File: config.mk
export PLATFORM = sky130hd
export DESIGN_NAME = sram_req_arbiter
export DESIGN_NICKNAME = d
export VERILOG_FILES = /design/src/rtl/sram_req_arbiter.sv
export SDC_FILE = /design/constraint.sdc
export NUM_CORES = 1
export LEC_CHECK = 0
export BUFFER_PORTS_ARGS = -buffer_cell sky130_fd_sc_hd__buf_2
export CAP_MARGIN = 40
export CORE_AREA = 2 2 125 127
export CTS_CLUSTER_SIZE = 8
export DETAILED_ROUTE_END_ITERATION = 10
export DIE_AREA = 0 0 127 129
export GPL_TIMING_DRIVEN = 1
export PLACE_DENSITY = 0.55
export REMOVE_ABC_BUFFERS = 1
export SETUP_SLACK_MARGIN = 0.1
export SLEW_MARGIN = 20
export SYNTH_ARGS = -nofsm -noshare
export SYNTH_HDL_FRONTEND = slang
export SYNTH_SLANG_ARGS = --single-unit
File: constraint.sdc
create_clock -name clk -period 4 [get_ports clk]
set_input_delay 0.2 -clock clk [delete_from_list [all_inputs] [get_ports clk]]
set_output_delay 0.2 -clock clk [all_outputs]
set_load 0.01 [all_outputs]
File: src/rtl/sram_req_arbiter.sv
// Purpose : shares one like-SRAM bus port between the inst_sram (IF) and data_sram (EXE) request sides.
// Latency : zero added cycles; request, accept and response paths are combinational through the arbiter.
// Backpr. : bus_req is held low while MAX_OUTSTANDING responses are pending; a source sees addr_ok only when granted.
//
// Ports
//   clk, reset                      clock, synchronous active-high reset
//   inst_sram_*  (in: req/wr/size/wstrb/addr/wdata, out: addr_ok/data_ok/rdata)  IF-stage request side
//   data_sram_*  (in: req/wr/size/wstrb/addr/wdata, out: addr_ok/data_ok/rdata)  EXE-stage request side
//   bus_*        (out: req/wr/size/wstrb/addr/wdata, in: addr_ok/data_ok/rdata)  shared bus toward the AXI bridge
//   err_stray_data_ok               sticky flag: a bus response arrived with no transaction outstanding
//
// Arbitration: data wins over inst, except that after STARVE_LIMIT consecutive data
// grants with inst waiting, inst is given one grant. Once a source is granted but
// not yet accepted, the grant is locked to it until accept or until it drops req.
// Each accepted request pushes its source tag (0=inst, 1=data) into an in-order FIFO;
// the FIFO head steers each bus response back to the requesting side.

module sram_req_arbiter #(
  parameter int MAX_OUTSTANDING = 4,
  parameter int STARVE_LIMIT    = 8
) (
  input  logic        clk,
  input  logic        reset,

  input  logic        inst_sram_req,
  input  logic        inst_sram_wr,
  input  logic [1:0]  inst_sram_size,
  input  logic [3:0]  inst_sram_wstrb,
  input  logic [31:0] inst_sram_addr,
  input  logic [31:0] inst_sram_wdata,
  output logic        inst_sram_addr_ok,
  output logic        inst_sram_data_ok,
  output logic [31:0] inst_sram_rdata,

  input  logic        data_sram_req,
  input  logic        data_sram_wr,
  input  logic [1:0]  data_sram_size,
  input  logic [3:0]  data_sram_wstrb,
  input  logic [31:0] data_sram_addr,
  input  logic [31:0] data_sram_wdata,
  output logic        data_sram_addr_ok,
  output logic        data_sram_data_ok,
  output logic [31:0] data_sram_rdata,

  output logic        bus_req,
  output logic        bus_wr,
  output logic [1:0]  bus_size,
  output logic [3:0]  bus_wstrb,
  output logic [31:0] bus_addr,
  output logic [31:0] bus_wdata,
  input  logic        bus_addr_ok,
  input  logic        bus_data_ok,
  input  logic [31:0] bus_rdata,

  output logic        err_stray_data_ok
);

  localparam int SW = $clog2(STARVE_LIMIT + 1);

  typedef enum logic [1:0] {
    ST_IDLE   = 2'd0,
    ST_LOCK_I = 2'd1,
    ST_LOCK_D = 2'd2
  } state_t;

  state_t          r_state;
  logic [SW-1:0]   r_starve_cnt;
  logic            r_err_stray;

  logic            w_fifo_full;
  logic            w_fifo_empty;
  logic            w_fifo_head;
  logic            w_starved;
  logic            w_gnt_i;
  logic            w_gnt_d;
  logic            w_push;
  logic            w_pop;
  logic            w_hs_i;
  logic            w_hs_d;

  assign w_starved = (r_starve_cnt >= SW'(STARVE_LIMIT));

  // Grant decode. Grants are already qualified by the owner's req and by FIFO
  // space, so a grant is exactly "bus_req is driven for this source".
  always_comb begin
    w_gnt_i = 1'b0;
    w_gnt_d = 1'b0;
    case (r_state)
      ST_IDLE: begin
        if (data_sram_req && (!inst_sram_req || !w_starved)) begin
          w_gnt_d = 1'b1;
        end else if (inst_sram_req) begin
          w_gnt_i = 1'b1;
        end
      end
      ST_LOCK_I: w_gnt_i = inst_sram_req;
      ST_LOCK_D: w_gnt_d = data_sram_req;
      default: ;
    endcase
    if (w_fifo_full) begin
      w_gnt_i = 1'b0;
      w_gnt_d = 1'b0;
    end
  end

  assign bus_req = w_gnt_i | w_gnt_d;

  // Request field mux; zero when nobody is granted so idle bus fields are quiet.
  always_comb begin
    bus_wr    = 1'b0;
    bus_size  = 2'd0;
    bus_wstrb = 4'd0;
    bus_addr  = 32'd0;
    bus_wdata = 32'd0;
    if (w_gnt_d) begin
      bus_wr    = data_sram_wr;
      bus_size  = data_sram_size;
      bus_wstrb = data_sram_wstrb;
      bus_addr  = data_sram_addr;
      bus_wdata = data_sram_wdata;
    end else if (w_gnt_i) begin
      bus_wr    = inst_sram_wr;
      bus_size  = inst_sram_size;
      bus_wstrb = inst_sram_wstrb;
      bus_addr  = inst_sram_addr;
      bus_wdata = inst_sram_wdata;
    end
  end

  assign w_hs_i = w_gnt_i & bus_addr_ok;
  assign w_hs_d = w_gnt_d & bus_addr_ok;
  assign w_push = bus_req & bus_addr_ok;

  assign inst_sram_addr_ok = w_hs_i;
  assign data_sram_addr_ok = w_hs_d;

  // Response routing: a response with nothing outstanding is dropped and flagged.
  assign w_pop             = bus_data_ok & ~w_fifo_empty;
  assign inst_sram_data_ok = w_pop & ~w_fifo_head;
  assign data_sram_data_ok = w_pop &  w_fifo_head;
  assign inst_sram_rdata   = bus_rdata;
  assign data_sram_rdata   = bus_rdata;

  assign err_stray_data_ok = r_err_stray;

  // Grant FSM. A granted-but-not-accepted request locks the grant so the bus
  // never sees the request fields change under an unaccepted req. While locked
  // and the FIFO is full, the lock is held; dropping req releases it.
  always_ff @(posedge clk) begin
    if (reset) begin
      r_state <= ST_IDLE;
    end else begin
      case (r_state)
        ST_IDLE: begin
          if (w_gnt_d && !bus_addr_ok) begin
            r_state <= ST_LOCK_D;
          end else if (w_gnt_i && !bus_addr_ok) begin
            r_state <= ST_LOCK_I;
          end
        end
        ST_LOCK_I: begin
          if (!inst_sram_req || w_hs_i) begin
            r_state <= ST_IDLE;
          end
        end
        ST_LOCK_D: begin
          if (!data_sram_req || w_hs_d) begin
            r_state <= ST_IDLE;
          end
        end
        default: r_state <= ST_IDLE;
      endcase
    end
  end

  // Counts data accepts that overtook a waiting inst request.
  always_ff @(posedge clk) begin
    if (reset) begin
      r_starve_cnt <= '0;
    end else if (!inst_sram_req || w_hs_i) begin
      r_starve_cnt <= '0;
    end else if (w_hs_d && !w_starved) begin
      r_starve_cnt <= r_starve_cnt + SW'(1);
    end
  end

  always_ff @(posedge clk) begin
    if (reset) begin
      r_err_stray <= 1'b0;
    end else if (bus_data_ok && w_fifo_empty) begin
      r_err_stray <= 1'b1;
    end
  end

  sram_req_arbiter_fifo #(
    .WIDTH (1),
    .DEPTH (MAX_OUTSTANDING)
  ) u_tag_fifo (
    .clk        (clk),
    .reset      (reset),
    .i_push_vld (w_push),
    .i_push_dat (w_gnt_d),
    .i_pop_vld  (w_pop),
    .o_head_dat (w_fifo_head),
    .o_full     (w_fifo_full),
    .o_empty    (w_fifo_empty)
  );

endmodule

// Purpose : small synchronous FIFO holding per-transaction tags in acceptance order.
// Latency : pushed entry visible at head the cycle after push; head is read combinationally.
// Backpr. : o_full / o_empty reflect registered occupancy; push when full and pop when empty are ignored.
//
// Ports
//   clk, reset              clock, synchronous active-high reset (empties the FIFO)
//   i_push_vld, i_push_dat  write side
//   i_pop_vld               consume the head entry
//   o_head_dat              oldest entry
//   o_full, o_empty         occupancy status
module sram_req_arbiter_fifo #(
  parameter int WIDTH = 1,
  parameter int DEPTH = 4
) (
  input  logic             clk,
  input  logic             reset,
  input  logic             i_push_vld,
  input  logic [WIDTH-1:0] i_push_dat,
  input  logic             i_pop_vld,
  output logic [WIDTH-1:0] o_head_dat,
  output logic             o_full,
  output logic             o_empty
);

  localparam int AW = $clog2(DEPTH);
  localparam int CW = AW + 1;

  logic [WIDTH-1:0] r_mem [DEPTH];
  logic [AW-1:0]    r_wr_ptr;
  logic [AW-1:0]    r_rd_ptr;
  logic [CW-1:0]    r_count;
  logic             w_do_push;
  logic             w_do_pop;

  assign o_full     = (r_count == CW'(DEPTH));
  assign o_empty    = (r_count == '0);
  assign o_head_dat = r_mem[r_rd_ptr];

  assign w_do_push = i_push_vld & ~o_full;
  assign w_do_pop  = i_pop_vld  & ~o_empty;

  // DEPTH is a power of two, so pointers wrap by natural overflow.
  always_ff @(posedge clk) begin
    if (reset) begin
      r_wr_ptr <= '0;
      r_rd_ptr <= '0;
      r_count  <= '0;
    end else begin
      if (w_do_push) begin
        r_wr_ptr <= r_wr_ptr + AW'(1);
      end
      if (w_do_pop) begin
        r_rd_ptr <= r_rd_ptr + AW'(1);
      end
      case ({w_do_push, w_do_pop})
        2'b10:   r_count <= r_count + CW'(1);
        2'b01:   r_count <= r_count - CW'(1);
        default: r_count <= r_count;
      endcase
    end
  end

  always_ff @(posedge clk) begin
    if (w_do_push) begin
      r_mem[r_wr_ptr] <= i_push_dat;
    end
  end

endmodule

==> results.toml, run 1 <==
[status]
status = "completed"

[setup_path]
start_kind = "flip-flop"
required_ps = 3800
setup.worst_path.class = "reg2out"
crit_chain = "nor2b_2, nor2b_4, buf_12, a22oi_1, nor2_1, buf_2"
slowest_delay_ps = 760
cp_slowest_cell = "nor2b_4"
worst_ep_arrival_time_ps = 2360
cp_max_fo = 40
end_kind = "primary output"

[layout]
multi_input_area_um2 = 1380
instances_no_fill = 672
nets = 669
fillCellCount = 1755
syn_to_final_growth_pct = 36.1
register_area_um2 = 440
finalInstanceArea_um2 = 3350
drive_above_1_share = 0.502

[floorplanning]
die-area_um2 = 16400
die_w_um = 127
die_y_um = 129
rows = 45
core-area_um2 = 15000
ios = 321
start_util = 0.164

[clock_tree]
path_clk_slew_ps = 60
cts.sinks = 20
cts_max_level = 1
holdBufCountCts = 0
clk_latency_ps = 250
cts_tree = "yes"
clockBufferDepth = 2
ctsResizeCount = 0
post_cts_buffers = 0
cts_root_buf = "clkbuf_16"
cts_buffers = 3

[drt]
first_pass_iters = 4
vias_per_cell = 4.54
routed_wl_um = 16100
post_drt_wl_per_cell_um = 23.9
drt_iter0_markers = 202
vias = 3053
drc = 0
ant_nets = 0

[timing]
final-hold-violation-count = 0
rsz0062_at_grt = "no"
worst_slack_ps = 1440
fmax_mhz = 390
period_minus_slack_ps = 2560
slew-limit-headroom = 0.443
clock_skew_ps = 3.68
setup_viol = 0
fin_crit_sh = 0.641
drv_slew = 0
worstMarginPinSlew_ps = 834

[synthesis]
ys_top_cells_by_count = "83 x nor2_1, 71 x a22oi_1, 71 x buf_4, 16 x dfxtp_1"
syn_area_um2 = 2460
ys_seq_elements = 20
synth_top_area_frac = 0.217
yosysMostFrequentCell = "nor2_1"
synthFlopType = "dfxtp_1"
synthArstFlopShare = 0
synth_edf_count = 4
synth.area.top_cells = "a22oi_1 22%, buf_4 22%, dfxtp_1 13%, nor2_1 13%, edfxtp_1 4.9%"
yosysTopAreaCell = "a22oi_1"
ys_seq_area_frac = 0.179
yosysWarnings = 0
syn_area_per_cell_um2 = 7.27
synth_cell_type_count = 41
synthCells = 338

[global_route]
grtUsageTotal = 0.184
gr-total-overflow = 0
grt_max_degree = 74
grt_pass1_vias = 2829
antenna_found_initial = 16
grt_pass1_wl_um = 21200

[pwr]
vdd_ir_drop_max_uv = 204
p_leak_nw = 1.75
powerDensity_nw_per_um2 = 367

[place]
portBuffers = 224
dpl.hpwl_um = 14000
gp_congestion = 0.841
placedCellCount = 664
dpl_cell_area_um2 = 3260
pre_cts_ws_ps = 1560

[run]
drv_cap = 0

[worst_hold_path]
hold_class = "in2reg"
## final timing paths
check / from / end / slack (ps) / cells past startpoint
worst min register to register: err_stray_data_ok / err_stray_data_ok / 470 / 2
worst min-delay path: bus_data_ok / err_stray_data_ok / 190 / 3
worst max-delay path: r_state[1] / bus_wdata[29] / 1440 / 6
worst max register to register: u_tag_fifo.r_count[0] / u_tag_fifo.r_count[2] / 1550 / 10
## routing by layer
| metal | routed length, µm | share of wire | vias up | GRT usage |
|---|---|---|---|---|
| li1 | - | - | 1399 | - |
| met1 | 6930 | 0.43 | 1366 | 0.230 |
| met2 | 6180 | 0.38 | 274 | 0.257 |
| met3 | 2810 | 0.18 | 8 | 0.147 |
| met4 | 18 | 0.0011 | 6 | 0.00323 |
| met5 | 126 | 0.0078 | - | 0.0441 |
## registers in the layout, summed over array words and instances (netlist names), named ones only
register and count:
r_starve_cnt 4, u_tag_fifo.r_wr_ptr 2, err_stray_data_ok 1, u_tag_fifo.r_mem 4
u_tag_fifo.r_count 3, u_tag_fifo.r_rd_ptr 2, r_state 2
## cell type report
cell class / instances / share of cell area
Tap cell: 188 / 0.0703
Sequential cell: 20 / 0.132
Clock buffer: 4 / 0.0236
Antenna cell: 4 / 0.00299
Multi-Input combinational cell: 219 / 0.413
Inverter: 9 / 0.0108
Timing Repair Buffer: 228 / 0.348
## worst max-delay path, delay by kind of cell, from the launching register on
family	cells	cell delay, ps
flip-flops	1	350
AND/OR/NAND/NOR	3	1210
buffers and inverters	2	450
AO/OA/AOI/OAI	1	90
## cells in the final DEF (no fill, tap or decap), drive strengths merged, types with 3 or more instances in the layout
master	count
buf	228
edfxtp	4
inv	9
nor3b	3
and2	6
xor2	3
nor2b	4
nand2	6
nor2	85
a21oi	7
diode	4
ha	7
nand4	3
clkbuf	4
a22oi	71
dfxtp	16
## logic make-up after synthesis
family	synth area share
xor gates and xnor gates	0.0178
DFF	0.179
adders and majority gates	0.0438
AOI/OAI and AO/OA	0.258
buffers and inverters	0.268
muxes	0.0132
and+or+nand+nor	0.220
## where the power goes
part | switching (W) | internal, W
sequential | 0.0000360 | 0.000247
clock | 0.0000759 | 0.000136
combinational | 0.000425 | 0.000308
total | 0.000537 | 0.000691
## per-stage QoR
stage                     power (W)  setup TNS, ps  hold slack [ps]   util
after detailed placement    0.00102              0              400  0.218
final                       0.00123              0              192  0.223
after CTS                   0.00124              0              198  0.223
after floorplan            0.000706         -66880              269      -
after global routing        0.00132              0              249  0.223
after global placement      0.00103              0              400  0.218
Power figures use the tool's default switching activity.
==> inputs of run 2 (changes only) <==
Settings changed: PLACE_DENSITY 0.55 to 0.57.
Clock period 4 ns to 2.35 ns, I/O delays scaled along.
==> run 2 against run 1 <==
- utilization rose by 1.0 points
- wire length fell by 1.7%
- critical path depth rose by 4
- clock skew fell by 2.6 ps
- flip-flop and latch count did not move
- global-route usage fell by 0.36 points
- hold slack got worse by 80 ps
- sequential share of layout area fell by 0.55 points
==> results.toml, run 2 (same netlist as run 1, synthesis figures left out) <==
[global_route]
grt_pass1_wl_um = 20600
gr-total-overflow = 0
antenna_found_initial = 16
grt_pass1_vias = 2899
grtUsageTotal = 0.180
grt_max_degree = 74

[drt]
ant_nets = 0
vias_per_cell = 4.47
vias = 3075
post_drt_wl_per_cell_um = 22.9
drc = 0
drt_iter0_markers = 173
routed_wl_um = 15800
first_pass_iters = 4

[place]
gp_congestion = 0.946
portBuffers = 224
dpl.hpwl_um = 13800
placedCellCount = 677

[worst_hold_path]
hold_class = "in2reg"
hold_start = "bus_data_ok"
hold_depth = 3
min_to = "err_stray_data_ok"

[pwr]
p_leak_nw = 1.83
p_sw_frac = 0.425
p_int_w = 0.00125
share_comb_of_total_power = 0.628
p_switching_w = 0.000929
power.share.clock = 0.161
seqPwrFrac = 0.211
vdd_ir_drop_max_uv = 373
powerDensity_nw_per_um2 = 623

[clock_tree]
path_clk_slew_ps = 50
cts_buffers = 3
cts.sinks = 20
cts_root_buf = "clkbuf_16"
post_cts_buffers = 0
clk_latency_ps = 250
cts_max_level = 1
clockBufferDepth = 2
cts_tree = "yes"

[timing]
fmax_mhz = 468
period_minus_slack_ps = 2140
final-hold-violation-count = 0
rsz0062_at_grt = "no"
fin_crit_sh = 0.910
slew-limit-headroom = 0.705
worstMarginPinSlew_ps = 441
drv_slew = 0
clock_skew_ps = 1.11
setup_viol = 0

[floorplanning]
ios = 321
start_util = 0.164
die_y_um = 129
rows = 45
core-area_um2 = 15000
die-area_um2 = 16400
die_w_um = 127

[layout]
multi_input_area_um2 = 1390
final_cell_mix = "224 x buf_2, 83 x nor2_1, 71 x a22oi_1, 15 x dfxtp_1, 13 x buf_4"
instances_no_fill = 688
fillCellCount = 1740
final_common_cell = "buf_2"
nets = 682
drive_above_1_share = 0.525
reg_top3 = "r_starve_cnt (4), u_tag_fifo.r_mem (4), u_tag_fifo.r_count (3)"
syn_to_final_growth_pct = 42.4
fin_util = 0.234
register_area_um2 = 442

[setup_path]
worst_ep_arrival_time_ps = 2330
r2r_cells = 10
end_kind = "flip-flop"
regToRegSetupSlack_ps = 210
cp_max_fo = 5
start_kind = "flip-flop"
required_ps = 2540
r2r-start = "u_tag_fifo.r_count[0]"
setup.worst_path.class = "reg2reg"
critical_path.reg2reg.endpoint = "u_tag_fifo.r_count[2]"

[run]
drv_cap = 0

[status]
status = "completed"
-- run 2: cell types whose count changed in the layout (fill, tap and decap cells not counted), sizes merged --
| cell | previous run | this run |
|---|---|---|
| diode | 4 | 7 |
| clkbuf | 4 | 3 |
| buf | 228 | 241 |
| clkinv | 0 | 1 |
-- run 2: metrics by stage --
step	instance area [µm²]	setup TNS [ps]	hold WS [ps]	total power (W)	worst slack, ps
after CTS	3470	0	108	0.00220	157
final	3500	0	112	0.00218	211
after floorplan	1840	-190930	187	0.00120	-2500
after detailed placement	3390	0	235	0.00183	102
after global placement	3390	0	235	0.00183	130
after global routing	3480	0	146	0.00235	96.3
-- run 2: power groups by stage --
| stage | Combinational (W) | Sequential [W] | Clock [W] |
|---|---|---|---|
| 6_report | 0.00137 | 0.000461 | 0.000352 |
| 5_1_grt | 0.00151 | 0.000470 | 0.000374 |
| 4_1_cts | 0.00138 | 0.000461 | 0.000364 |
| 3_5_place_dp | 0.00136 | 0.000466 | 0 |
| 3_3_place_gp | 0.00136 | 0.000464 | 0 |
| 2_1_floorplan | 0.000726 | 0.000475 | 0 |
-- run 2: worst max-delay path, stage by stage (launching register included) --
cell and delay [ps]:
dfxtp_1 310, or3b_4 440, nand2_8 90, nor2_4 40, inv_4 50, ha_2 170, inv_1 50, fa_2 330
xor2_1 150, or3_1 320, a21oi_2 110
-- run 2: worst max-delay path by stage --
stage | start | endpoint | cells after the start
6_report | u_tag_fifo.r_count[0] | u_tag_fifo.r_count[2] | 10
5_1_grt | u_tag_fifo.r_count[0] | u_tag_fifo.r_count[2] | 10
4_1_cts | u_tag_fifo.r_count[0] | u_tag_fifo.r_count[2] | 10
3_5_place_dp | u_tag_fifo.r_count[0] | u_tag_fifo.r_count[2] | 10
3_3_place_gp | u_tag_fifo.r_count[0] | u_tag_fifo.r_count[2] | 10
2_1_floorplan | u_tag_fifo.r_count[2] | r_starve_cnt[3] | 4
-- run 2: layout make-up --
class	instances	share of cell area
Multi-Input combinational cell	219	0.398
Timing Repair Buffer	241	0.371
Sequential cell	20	0.126
Tap cell	188	0.0672
Clock buffer	3	0.0214
Inverter	9	0.0104
Antenna cell	7	0.00500
Clock inverter	1	0.00107
-- run 2: timing repair --
action,4_1_cts,5_1_grt
endpoints found under the hold margin,0,0
pin swaps,0,1
hold buffers,0,0
endpoints found under the setup margin,1,1
resized for setup,1,4
-- run 2: per-layer routing --
| layer | routed length [µm] | track usage | vias to the layer above |
|---|---|---|---|
| li1 | - | - | 1437 |
| met1 | 6280 | 0.220 | 1353 |
| met4 | 42 | 0.0175 | 2 |
| met3 | 3190 | 0.132 | 6 |
| met2 | 6260 | 0.261 | 277 |
| met5 | 10 | 0.0471 | - |
==> inputs of run 3 (changes only) <==
Settings changed: PLACE_DENSITY 0.57 to 0.55.
Clock period 2.35 ns to 2.4 ns, I/O delays scaled along.
==> run 3 against run 2 <==
- clock skew rose by 3.3 ps
- via count is 0.65% higher
- first-iteration DRC count increased by 38%
- flip-flop and latch count unchanged
- final area is 1.3% higher
- wire length up 2.9%
- hold slack better by 6.0 ps
- sequential share of layout area shrank 0.19 points
- worst setup slack gained 1.3 ps
- critical path type unchanged
- largest power group unchanged
==> results.toml, run 3 (same netlist as run 1, synthesis figures left out) <==
[layout]
instances_no_fill = 690
reg_top3 = "r_starve_cnt (4), u_tag_fifo.r_mem (4), u_tag_fifo.r_count (3)"
final_cell_mix = "224 x buf_2, 83 x nor2_1, 71 x a22oi_1, 16 x dfxtp_1, 11 x buf_4"
syn_to_final_growth_pct = 44.2
nets = 682
drive_above_1_share = 0.521
final_common_cell = "buf_2"
fillCellCount = 1769

[setup_path]
required_ps = 2590
slowest_delay_ps = 420
cp_top_family = "simple AND/OR/NAND/NOR gates"
crit_chain = "or3b_4, nand2_8, nor2_4, inv_4, ha_2, inv_1, fa_1, xor2_1, or3_1, a21oi_1"
r2r-start = "u_tag_fifo.r_count[2]"
worst_ep_arrival_time_ps = 2380
r2r_cells = 10
cp_num_buf_inv = 2
regToRegSetupSlack_ps = 210
cp_max_fo = 5
critical_path.reg2reg.endpoint = "u_tag_fifo.r_count[2]"
cp_slowest_cell = "or3b_4"
end_kind = "flip-flop"
start_kind = "flip-flop"
setup.worst_path.class = "reg2reg"

[pwr]
seqPwrFrac = 0.199
powerDensity_nw_per_um2 = 638
power.share.clock = 0.205
p_int_w = 0.00134
p_sw_frac = 0.409
vdd_ir_drop_max_uv = 309
p_leak_nw = 1.84
p_switching_w = 0.000924
share_comb_of_total_power = 0.596

[timing]
period_minus_slack_ps = 2190
worstMarginPinSlew_ps = 467
worst_slack_ps = 213
drv_slew = 0
fin_crit_sh = 0.911
rsz0062_at_grt = "no"
fmax_mhz = 457
slew-limit-headroom = 0.688
clock_skew_ps = 4.42
final-hold-violation-count = 0
setup_viol = 0

[drt]
ant_nets = 0
vias_per_cell = 4.49
routed_wl_um = 16200
vias = 3095
drt_iter0_markers = 238
post_drt_wl_per_cell_um = 23.5
drc = 0
first_pass_iters = 4

[clock_tree]
clockBufferDepth = 2
path_clk_slew_ps = 60
cts_buffers = 3
cts_max_level = 1
cts_root_buf = "clkbuf_16"
cts_tree = "yes"
clk_latency_ps = 260
cts.sinks = 20

[global_route]
grtUsageTotal = 0.183
gr-total-overflow = 0
antenna_found_initial = 17
grt_pass1_wl_um = 21000
grt_max_degree = 74
grt_pass1_vias = 2783

[place]
gp_congestion = 0.853
pre_cts_ws_ps = 112
placedCellCount = 673
portBuffers = 224
dpl.hpwl_um = 14000

[floorplanning]
core-area_um2 = 15000
rows = 45
die_y_um = 129
start_util = 0.164
die_w_um = 127
die-area_um2 = 16400
ios = 321

[status]
status = "completed"

[worst_hold_path]
hold_start = "bus_data_ok"
hold_class = "in2reg"
hold_depth = 3
min_to = "err_stray_data_ok"

[run]
drv_cap = 0
==> run 3: how the worst max path moves through the flow <==
stage,slack [ps],end,from,depth (start not counted)
2_1_floorplan,-2450,r_starve_cnt[3],u_tag_fifo.r_count[2],4
4_1_cts,150,bus_addr[25],r_state[1],6
3_3_place_gp,120,u_tag_fifo.r_count[2],u_tag_fifo.r_count[0],10
3_5_place_dp,110,u_tag_fifo.r_count[2],u_tag_fifo.r_count[0],10
6_report,210,u_tag_fifo.r_count[2],u_tag_fifo.r_count[2],10
5_1_grt,120,u_tag_fifo.r_count[2],u_tag_fifo.r_count[2],10
==> run 3: layer usage <==
layer	global-route usage	vias up	wire [µm]
met4	0.0116	8	48
met3	0.130	13	3090
met5	0.0441	-	140
li1	-	1439	-
met2	0.251	254	6160
met1	0.239	1381	6800
==> run 3: final cells by class <==
class | instances | area (µm²) | area share
repair buffers | 240 | 1300 | 0.368
clock buffers | 3 | 75.1 | 0.0212
clock inverters | 1 | 30.0 | 0.00847
flip-flops and latches | 20 | 440 | 0.124
multi-input cells | 220 | 1400 | 0.396
diodes | 9 | 22.5 | 0.00635
well taps | 188 | 235 | 0.0663
inverters | 9 | 36.3 | 0.0102
==> run 3: power by group through the flow <==
stage	clock network [W]	logic, W	registers (W)
floorplan	0	0.000710	0.000465
global placement	0	0.00133	0.000453
detailed placement	0	0.00132	0.000456
CTS	0.000471	0.00134	0.000451
global route	0.000483	0.00149	0.000458
finish	0.000463	0.00135	0.000451
==> run 3: worst register-to-register path: cells and delay by family, from the launching register on <==
kind	cells	cell delay [ps]
adder cells (fa/ha/maj)	2	550
XOR/XNOR	1	150
AO/OA/AOI/OAI	1	130
buffers and inverters	2	120
AND/OR/NAND/NOR	4	840
flip-flops	1	330
==> run 3: stage by stage <==
step                      power, W  hold WS [ps]  TNS [ps]  instance area, µm²  utilization
after global placement     0.00179           240         0                3360        0.225
after CTS                  0.00226           116         0                3470        0.232
final                      0.00226           118         0                3550        0.237
after global routing       0.00243           127         0                3520        0.235
after floorplan            0.00118           189   -187120                1840            -
after detailed placement   0.00178           240         0                3360        0.225
==> run 3: repair_timing <==
item                                    in CTS  in global routing
pin swaps                                    0                  1
setup buffers                                0                  3
resized for setup                            1                  2
endpoints found under the setup margin       1                 29
gates cloned                                 0                  1
hold buffers                                 0                  0
